===== config.mk =====
export PLATFORM = sky130hd
export DESIGN_NAME = piso_shift_register
export DESIGN_NICKNAME = d
export VERILOG_FILES = /design/src/rtl/piso_pkg.sv /design/src/rtl/piso_bit_counter.sv /design/src/rtl/piso_shift_register.sv
export SDC_FILE = /design/constraint.sdc
export NUM_CORES = 1
export LEC_CHECK = 0
export CORE_AREA = 2 2 39 41
export DETAILED_ROUTE_END_ITERATION = 12
export DIE_AREA = 0 0 41 43
export MAX_ROUTING_LAYER = met4
export PLACE_DENSITY = 0.63
export SLEW_MARGIN = 5
export SYNTH_ARGS = -nofsm -noshare
export SYNTH_HDL_FRONTEND = slang
export SYNTH_HIERARCHICAL = 1
export SYNTH_SLANG_ARGS = --single-unit

===== constraint.sdc =====
create_clock -name clk -period 1.35 [get_ports clk]
set_input_delay 0.3375 -clock clk [delete_from_list [all_inputs] [get_ports clk]]
set_output_delay 0.3375 -clock clk [all_outputs]
set_load 0.01 [all_outputs]

===== src/rtl/piso_pkg.sv =====
// Shared types and helpers for the parallel-in serial-out transmitter.
package piso_pkg;

  typedef enum logic {
    IDLE  = 1'b0,
    SHIFT = 1'b1
  } state_t;

  localparam int unsigned DEFAULT_WIDTH = 4;
  // Widest word the first_bit helper can handle.
  localparam int unsigned MAX_WIDTH     = 32;

  // Bit that leaves the transmitter first for a given word and bit order.
  function automatic logic first_bit(input logic [MAX_WIDTH-1:0] word,
                                     input int unsigned          width,
                                     input logic                 msb_first);
    logic [MAX_WIDTH-1:0] top_aligned;
    top_aligned = word >> (width - 1);
    return msb_first ? top_aligned[0] : word[0];
  endfunction

endpackage


===== src/rtl/piso_bit_counter.sv =====
// Bit-position counter for one serial word: clear, increment or hold.
module piso_bit_counter
  import piso_pkg::*;
#(
  parameter int unsigned WIDTH = DEFAULT_WIDTH
) (
  input  logic                     clk,
  input  logic                     rst_n,
  input  logic                     i_clr,
  input  logic                     i_inc,
  output logic [$clog2(WIDTH)-1:0] o_cnt,
  output logic                     o_last_bit
);

  localparam int unsigned CW = $clog2(WIDTH);
  localparam logic [CW-1:0] LAST = CW'(WIDTH - 1);

  logic [CW-1:0] r_cnt;

  // Clear wins over increment; otherwise hold.
  always_ff @(posedge clk or negedge rst_n) begin
    if (!rst_n) begin
      r_cnt <= '0;
    end else if (i_clr) begin
      r_cnt <= '0;
    end else if (i_inc) begin
      r_cnt <= r_cnt + CW'(1);
    end
  end

  assign o_cnt      = r_cnt;
  assign o_last_bit = (r_cnt == LAST);

endmodule


===== src/rtl/piso_shift_register.sv =====
// Parallel-in serial-out transmitter with valid/ready load and back-to-back words.
module piso_shift_register
  import piso_pkg::*;
#(
  parameter int unsigned WIDTH     = DEFAULT_WIDTH,
  parameter bit          MSB_FIRST = 1'b1
) (
  input  logic             clk,
  input  logic             rst_n,
  input  logic             load_valid,
  output logic             load_ready,
  input  logic [WIDTH-1:0] din,
  input  logic             shift_en,
  output logic             SO,
  output logic             so_valid,
  output logic             frame_start,
  output logic             done
);

  localparam int unsigned CW = $clog2(WIDTH);

  state_t           r_state;
  state_t           w_state_nxt;
  logic [WIDTH-1:0] r_shreg;
  logic [WIDTH-1:0] w_shreg_nxt;
  logic             r_so;
  logic             w_so_nxt;
  logic             w_cnt_clr;
  logic             w_cnt_inc;
  logic [CW-1:0]    w_cnt;
  logic             w_last;
  logic             w_accept;
  logic             w_first_bit;
  logic [WIDTH-1:0] w_shifted;
  logic             w_next_bit;

  piso_bit_counter #(
    .WIDTH (WIDTH)
  ) u_cnt (
    .clk        (clk),
    .rst_n      (rst_n),
    .i_clr      (w_cnt_clr),
    .i_inc      (w_cnt_inc),
    .o_cnt      (w_cnt),
    .o_last_bit (w_last)
  );

  // Ready only from registered state and shift_en, never from load_valid.
  assign load_ready = (r_state == IDLE) || ((r_state == SHIFT) && w_last && shift_en);
  assign w_accept   = load_valid && load_ready;

  // Output end is shreg[WIDTH-1] for MSB-first, shreg[0] for LSB-first.
  assign w_first_bit = first_bit(MAX_WIDTH'(din), WIDTH, MSB_FIRST);
  assign w_shifted   = MSB_FIRST ? {r_shreg[WIDTH-2:0], 1'b0} : {1'b0, r_shreg[WIDTH-1:1]};
  assign w_next_bit  = MSB_FIRST ? w_shifted[WIDTH-1] : w_shifted[0];

  // State, shift register and serial output registers.
  always_ff @(posedge clk or negedge rst_n) begin
    if (!rst_n) begin
      r_state <= IDLE;
      r_shreg <= '0;
      r_so    <= 1'b0;
    end else begin
      r_state <= w_state_nxt;
      r_shreg <= w_shreg_nxt;
      r_so    <= w_so_nxt;
    end
  end

  // Next-state: load on accept, advance on shift_en, reload or retire on the last bit.
  always_comb begin
    w_state_nxt = r_state;
    w_shreg_nxt = r_shreg;
    w_so_nxt    = r_so;
    w_cnt_clr   = 1'b0;
    w_cnt_inc   = 1'b0;
    unique case (r_state)
      IDLE: begin
        w_so_nxt = 1'b0;
        if (w_accept) begin
          w_shreg_nxt = din;
          w_so_nxt    = w_first_bit;
          w_cnt_clr   = 1'b1;
          w_state_nxt = SHIFT;
        end
      end
      SHIFT: begin
        if (shift_en) begin
          if (!w_last) begin
            w_cnt_inc   = 1'b1;
            w_shreg_nxt = w_shifted;
            w_so_nxt    = w_next_bit;
          end else if (w_accept) begin
            w_shreg_nxt = din;
            w_so_nxt    = w_first_bit;
            w_cnt_clr   = 1'b1;
          end else begin
            w_so_nxt    = 1'b0;
            w_cnt_clr   = 1'b1;
            w_state_nxt = IDLE;
          end
        end
      end
      default: begin
        w_state_nxt = IDLE;
      end
    endcase
  end

  // Flags decoded from registered state only.
  assign SO          = r_so;
  assign so_valid    = (r_state == SHIFT);
  assign frame_start = so_valid && (w_cnt == '0);
  assign done        = so_valid && w_last;

endmodule


* Word level (Yosys, flattened, before mapping) *
Index checks and enable logic that the tools add are counted.

word-level totals
  memories kept = 0
  bits of input ports = 8
  bits in latches = 0
  output and inout port bits = 5
  logic and storage cells = 35
  memory bits (writable) = 0
  memory bits (read-only) = 0
  register bits = 8

cells by class
  $lt $le $gt $ge = 0
  bitwise operators = 1
  reduce and logical (&&, ||, !) cells = 7
  $add $sub $neg = 1
  eq/ne operators = 2
  div/mod/pow operators = 0
  shifts and indexed selects = 0
  multiply operators = 0
  multiplexer cells = 20

operators by type and width
  operator                                                        count
  4-bit 2-to-1 mux                                                3
  1-bit 2-to-1 mux                                                11
  4-bit one-hot mux with 2 select lines                           1
  1-bit one-hot mux with 2 select lines                           3
  1-bit logical AND                                               4
  2-bit 2-to-1 mux                                                2
  2-bit by 1-bit adder with 2-bit output (second input constant)  1
  2-bit == test (second input constant)                           1
  2-bit zero test                                                 1
  2-bit != test (second input constant)                           1
  2-bit nonzero test                                              1
  1-bit logical OR                                                1
  1-bit NOT                                                       1

* Logic depth before layout (Yosys ltp) *
  depth after elaboration = 9
  depth in mapped cells = 5
  gate-level depth less buffers = 5

* By module *
The synthesis kept the hierarchy.

modules (own cells, without submodules)
  module               cells each  sequential area each (µm²)  area an instance (µm²)  instances
  piso_shift_register  32          125.1                       297.8                   1
  piso_bit_counter     7           50.0                        88.8                    1

* Least setup slack after synthesis *
OpenSTA, ideal clock, no wires.

  path kind = reg-to-reg
  start point = register u_cnt.r_cnt[0] (netlist: u_cnt/o_cnt[0])
  end point = register u_cnt.r_cnt[1] (netlist: u_cnt/o_cnt[1])
  library setup time = 118 ps
  buffers on the path = 0
  setup slack = 28 ps
  required time = 1,232 ps
  data arrival time = 1,204 ps
  cell stages (with the launch flop) = 6
  clock period less this slack = 1,322 ps
  path through = dfrtp_1 ha_1 and2b_1 and2_1 mux2i_1 nor2_1

between the ends
  elaborated cells on any way between the ends = 16
  classes of those cells = 1 x add/sub; 1 x eq/ne; 9 x mux; 5 x reduce/logical

RTL lines
  what                          line                       RTL
  start, declared               piso_bit_counter.sv:18     logic [CW-1:0] r_cnt;
  start signal, assigned        piso_bit_counter.sv:27     r_cnt <= r_cnt + CW'(1);
  2-bit == test                 piso_bit_counter.sv:32     assign o_last_bit = (r_cnt == LAST);
  via w_last                    piso_shift_register.sv:31  logic w_last;
  1-bit 2-to-1 mux              piso_shift_register.sv:89  if (!w_last) begin
  1-bit 2-to-1 mux              piso_shift_register.sv:88  if (shift_en) begin
  1-bit 2-to-1 mux              piso_shift_register.sv:77  unique case (r_state)
  via w_cnt_inc                 piso_shift_register.sv:29  logic w_cnt_inc;
  2-bit nonzero test (no line)  n/a

The timed path passes the listed nets, and every way through them passes these cells. The select of a mux whose other input is x is not followed.
A chain may end at the register's enable or synchronous reset.

* Worst setup path after layout *
  start point = register u_cnt.r_cnt[1] (netlist: u_cnt/o_cnt[1])
  end point = output port load_ready

between the ends
  cells in the longest elaborated chain, start to end = 4

RTL lines
  what                            line                       RTL
  2-bit == test                   piso_bit_counter.sv:32
  via w_last                      piso_shift_register.sv:31
  1-bit logical AND (2 in a row)  piso_shift_register.sv:49  assign load_ready = (r_state == IDLE) || ((r_state == SHIFT) && w_last && shift_en);
  1-bit logical OR                piso_shift_register.sv:49
  end, declared                   piso_shift_register.sv:11  output logic load_ready,

The timed path passes the listed nets, and every way through them passes these cells.

==> reports/results.ini <==
[status]
outcome=finished with violations
violations=setup timing

[clock_tree]
cts_tree=done
numCtsBuffers=3
clk-insertion-delay-late_ns=0.25
clock_sinks=7
path_clk_slew_ns=0.06
cts_root_buf=clkbuf_4
htree_levels=1
clock_path_buffers=2

[die]
dieArea_sq_mm=0.001763
initial_core_util_pct=27.94
num_rows=14
die_x_um=41
die_h_um=43
core-area_sq_mm=0.001384
ios=13

[power]
p_comb_share_pct=55.5
power.share.switching_pct=36.92
peakVddDrop_mv=0.8160
clkPwrFrac_pct=15.0
intPower_uw=815.8
power_density_mw_per_mm2=1904
power.share.sequential_pct=29.5
p_leak_nw=0.3018
total_power_mw=1.293
p_sw_uw=477.5

[placed_design]
post-place-ws_ns=-0.4756
place_congestion=0.7104
post_dp_cell_area_sq_um=566.8
port_buffers=12
hpwl_um=734.4

[timing]
rsz0062_at_grt=true
hold_viol=0
whs_ns=0.3503
setup_ws_ns=-0.1080
period_minus_slack_ns=1.458
timing.slew.headroom_pct=73.44
tightestPinTransition_ns=0.3971
fmax_mhz=685.9
skew_ns=0.006205
final_max_slew_viol_count=0
period_share_pct=108.0
setup_violations=3

[global_routing]
grt_pass1_vias=390
antenna_found_initial=0
grt_overflow=0
grt_start_max_net_pins=8
grt_usage_pct=14.18
grt_pass1_wl_um=1593

[route]
routedWlPerCell_um=14.21
wl_um=1151
top_layer=met3
vias=380
wl_met2_um=566
wl_met3_um=69
ant_nets=0
first_pass_iters=4
met1_length_um=516
first_iter_violations=6
viasPerCell=4.691
drcViolationCount=0

[job]
maxCapViolCount=0

[logic_synthesis]
ys_ff_latch=7
synth_area_leaders=dfrtp_1 45%, o22ai_1 4.9%, a221oi_1 4.5%
syn_nets=48
yosysTopAreaCellShare_pct=45.31
avgSynthCellArea_sq_um=9.913
synth_top_area_cell=dfrtp_1
ys_types=22
syn_area_sq_um=386.6
syn_inst=39
ys_warn_count=6
ys_seq_area_share_pct=45.31

[critical_path]
endpoint=load_ready
worstPathRequired_ns=1.01
crit_type=reg -> out
worstPathMaxFanout=4
r2r_cells=7
critPathLaunch=u_cnt/o_cnt[1]
r2r-start=so_valid
reg2reg_setup_slack_ns=0.02
r2r-end=u_cnt/o_cnt[0]
critPathCaptureType=output port
arrival_ns=1.12
cp-start-kind=register

[layout]
final_nets=75
syn_to_final_growth_pct=75.73
fin_area_sq_um=679.4
diodes=0
layout-drive-gt1-share_pct=44.62

[min_path]
min_path_type=in -> async

-- worst min-delay path by stage --
stage                     endpoint  slack, ns  cells past startpoint           start
finish              u_cnt/o_cnt[1]       0.35                      1           rst_n
global route            r_shreg[0]       0.37                      1           rst_n
CTS                     r_shreg[2]       0.36                      1           rst_n
detailed placement  u_cnt/o_cnt[1]       0.57                      2  u_cnt/o_cnt[1]
global placement    u_cnt/o_cnt[1]       0.54                      2  u_cnt/o_cnt[1]
floorplan                       SO       0.04                      0           rst_n
-- power by group through the flow --
stage / Clock (mW) / Combinational (mW) / Sequential, mW
finish: 0.193 / 0.718 / 0.382
CTS: 0.201 / 0.634 / 0.364
global route: 0.212 / 0.769 / 0.390
detailed placement: 0 / 0.545 / 0.374
global placement: 0 / 0.536 / 0.369
floorplan: 0 / 0.292 / 0.365
-- what timing repair did --
action                                 in CTS  in global routing
hold buffers                                0                  0
pin swaps                                   5                  1
endpoints found under the hold margin       0                  0
setup endpoints to repair                   7                  8
gates resized for setup                    23                  9
setup buffers                               5                  0
-- layout make-up --
type | instances | area (sq um)
repair buffers | 24 | 203.9
well taps | 16 | 20.02
fillers | 146 | 704.4
inverters | 1 | 3.754
multi-input cells | 29 | 250.2
clock buffers | 4 | 26.28
flip-flops and latches | 7 | 175.2
-- Yosys cell counts --
cell      n
dfrtp_1   7
nand2_1   3
nor2_1    3
o22ai_1   3
a221oi_1  2
and2_1    2
nand2b_1  2
nor2b_1   2
nor3_1    2
a21boi_1  1
a21oi_1   1
a221oi_2  1
a22oi_1   1
and2b_1   1
buf_4     1
clkbuf_2  1
ha_1      1
inv_1     1
mux2i_1   1
nor3b_1   1
o21a_1    1
xnor2_1   1
-- registers in the layout, indices dropped and copies added, names as in the netlist --
name,cells
u_cnt/o_cnt,2
so_valid,1
r_shreg,3
SO,1
-- metal layers --
metal	track usage, %	up-vias
met5	-	-
met4	8.000	0
met3	4.712	0
met2	18.75	10
met1	18.36	180
li1	-	190
-- cell usage in the layout, fill, tap and decap left out, types with 2 or more instances in the layout --
cell type        n
nor3_4           2
nor2b_1          2
nand2_1          2
buf_2            4
dfrtp_1          7
clkdlybuf4s50_1  7
buf_6            4
o22ai_1          3
nor2_1           3
buf_4            8
nand2b_1         2
a221oi_2         3
clkbuf_4         3
-- stage by stage --
step | util (%) | TNS [ns] | std cells
final | 49.10 | -0.2628 | 81
after global routing | 49.10 | -0.4765 | 81
after CTS | 46.38 | -0.2670 | 81
after detailed placement | 40.96 | -1.582 | 72
after global placement | 40.96 | -1.507 | 72
after floorplan | - | 0 | 39
-- critical path: stages (launching register included) --
cell     delay [ns]
dfrtp_1        0.39
ha_2           0.22
nand2_2        0.06
nand2_1        0.06
buf_2          0.13
-- cells by family after synthesis --
kind of cell	Yosys count	share of synthesized area [%]
simple gates	16	22.01
buf+inv	3	4.206
fa+ha+maj	1	3.236
compound gates	10	20.39
mux	1	2.589
flops	7	45.31
xor+xnor	1	2.266
(Power assumes the default switching activity.)
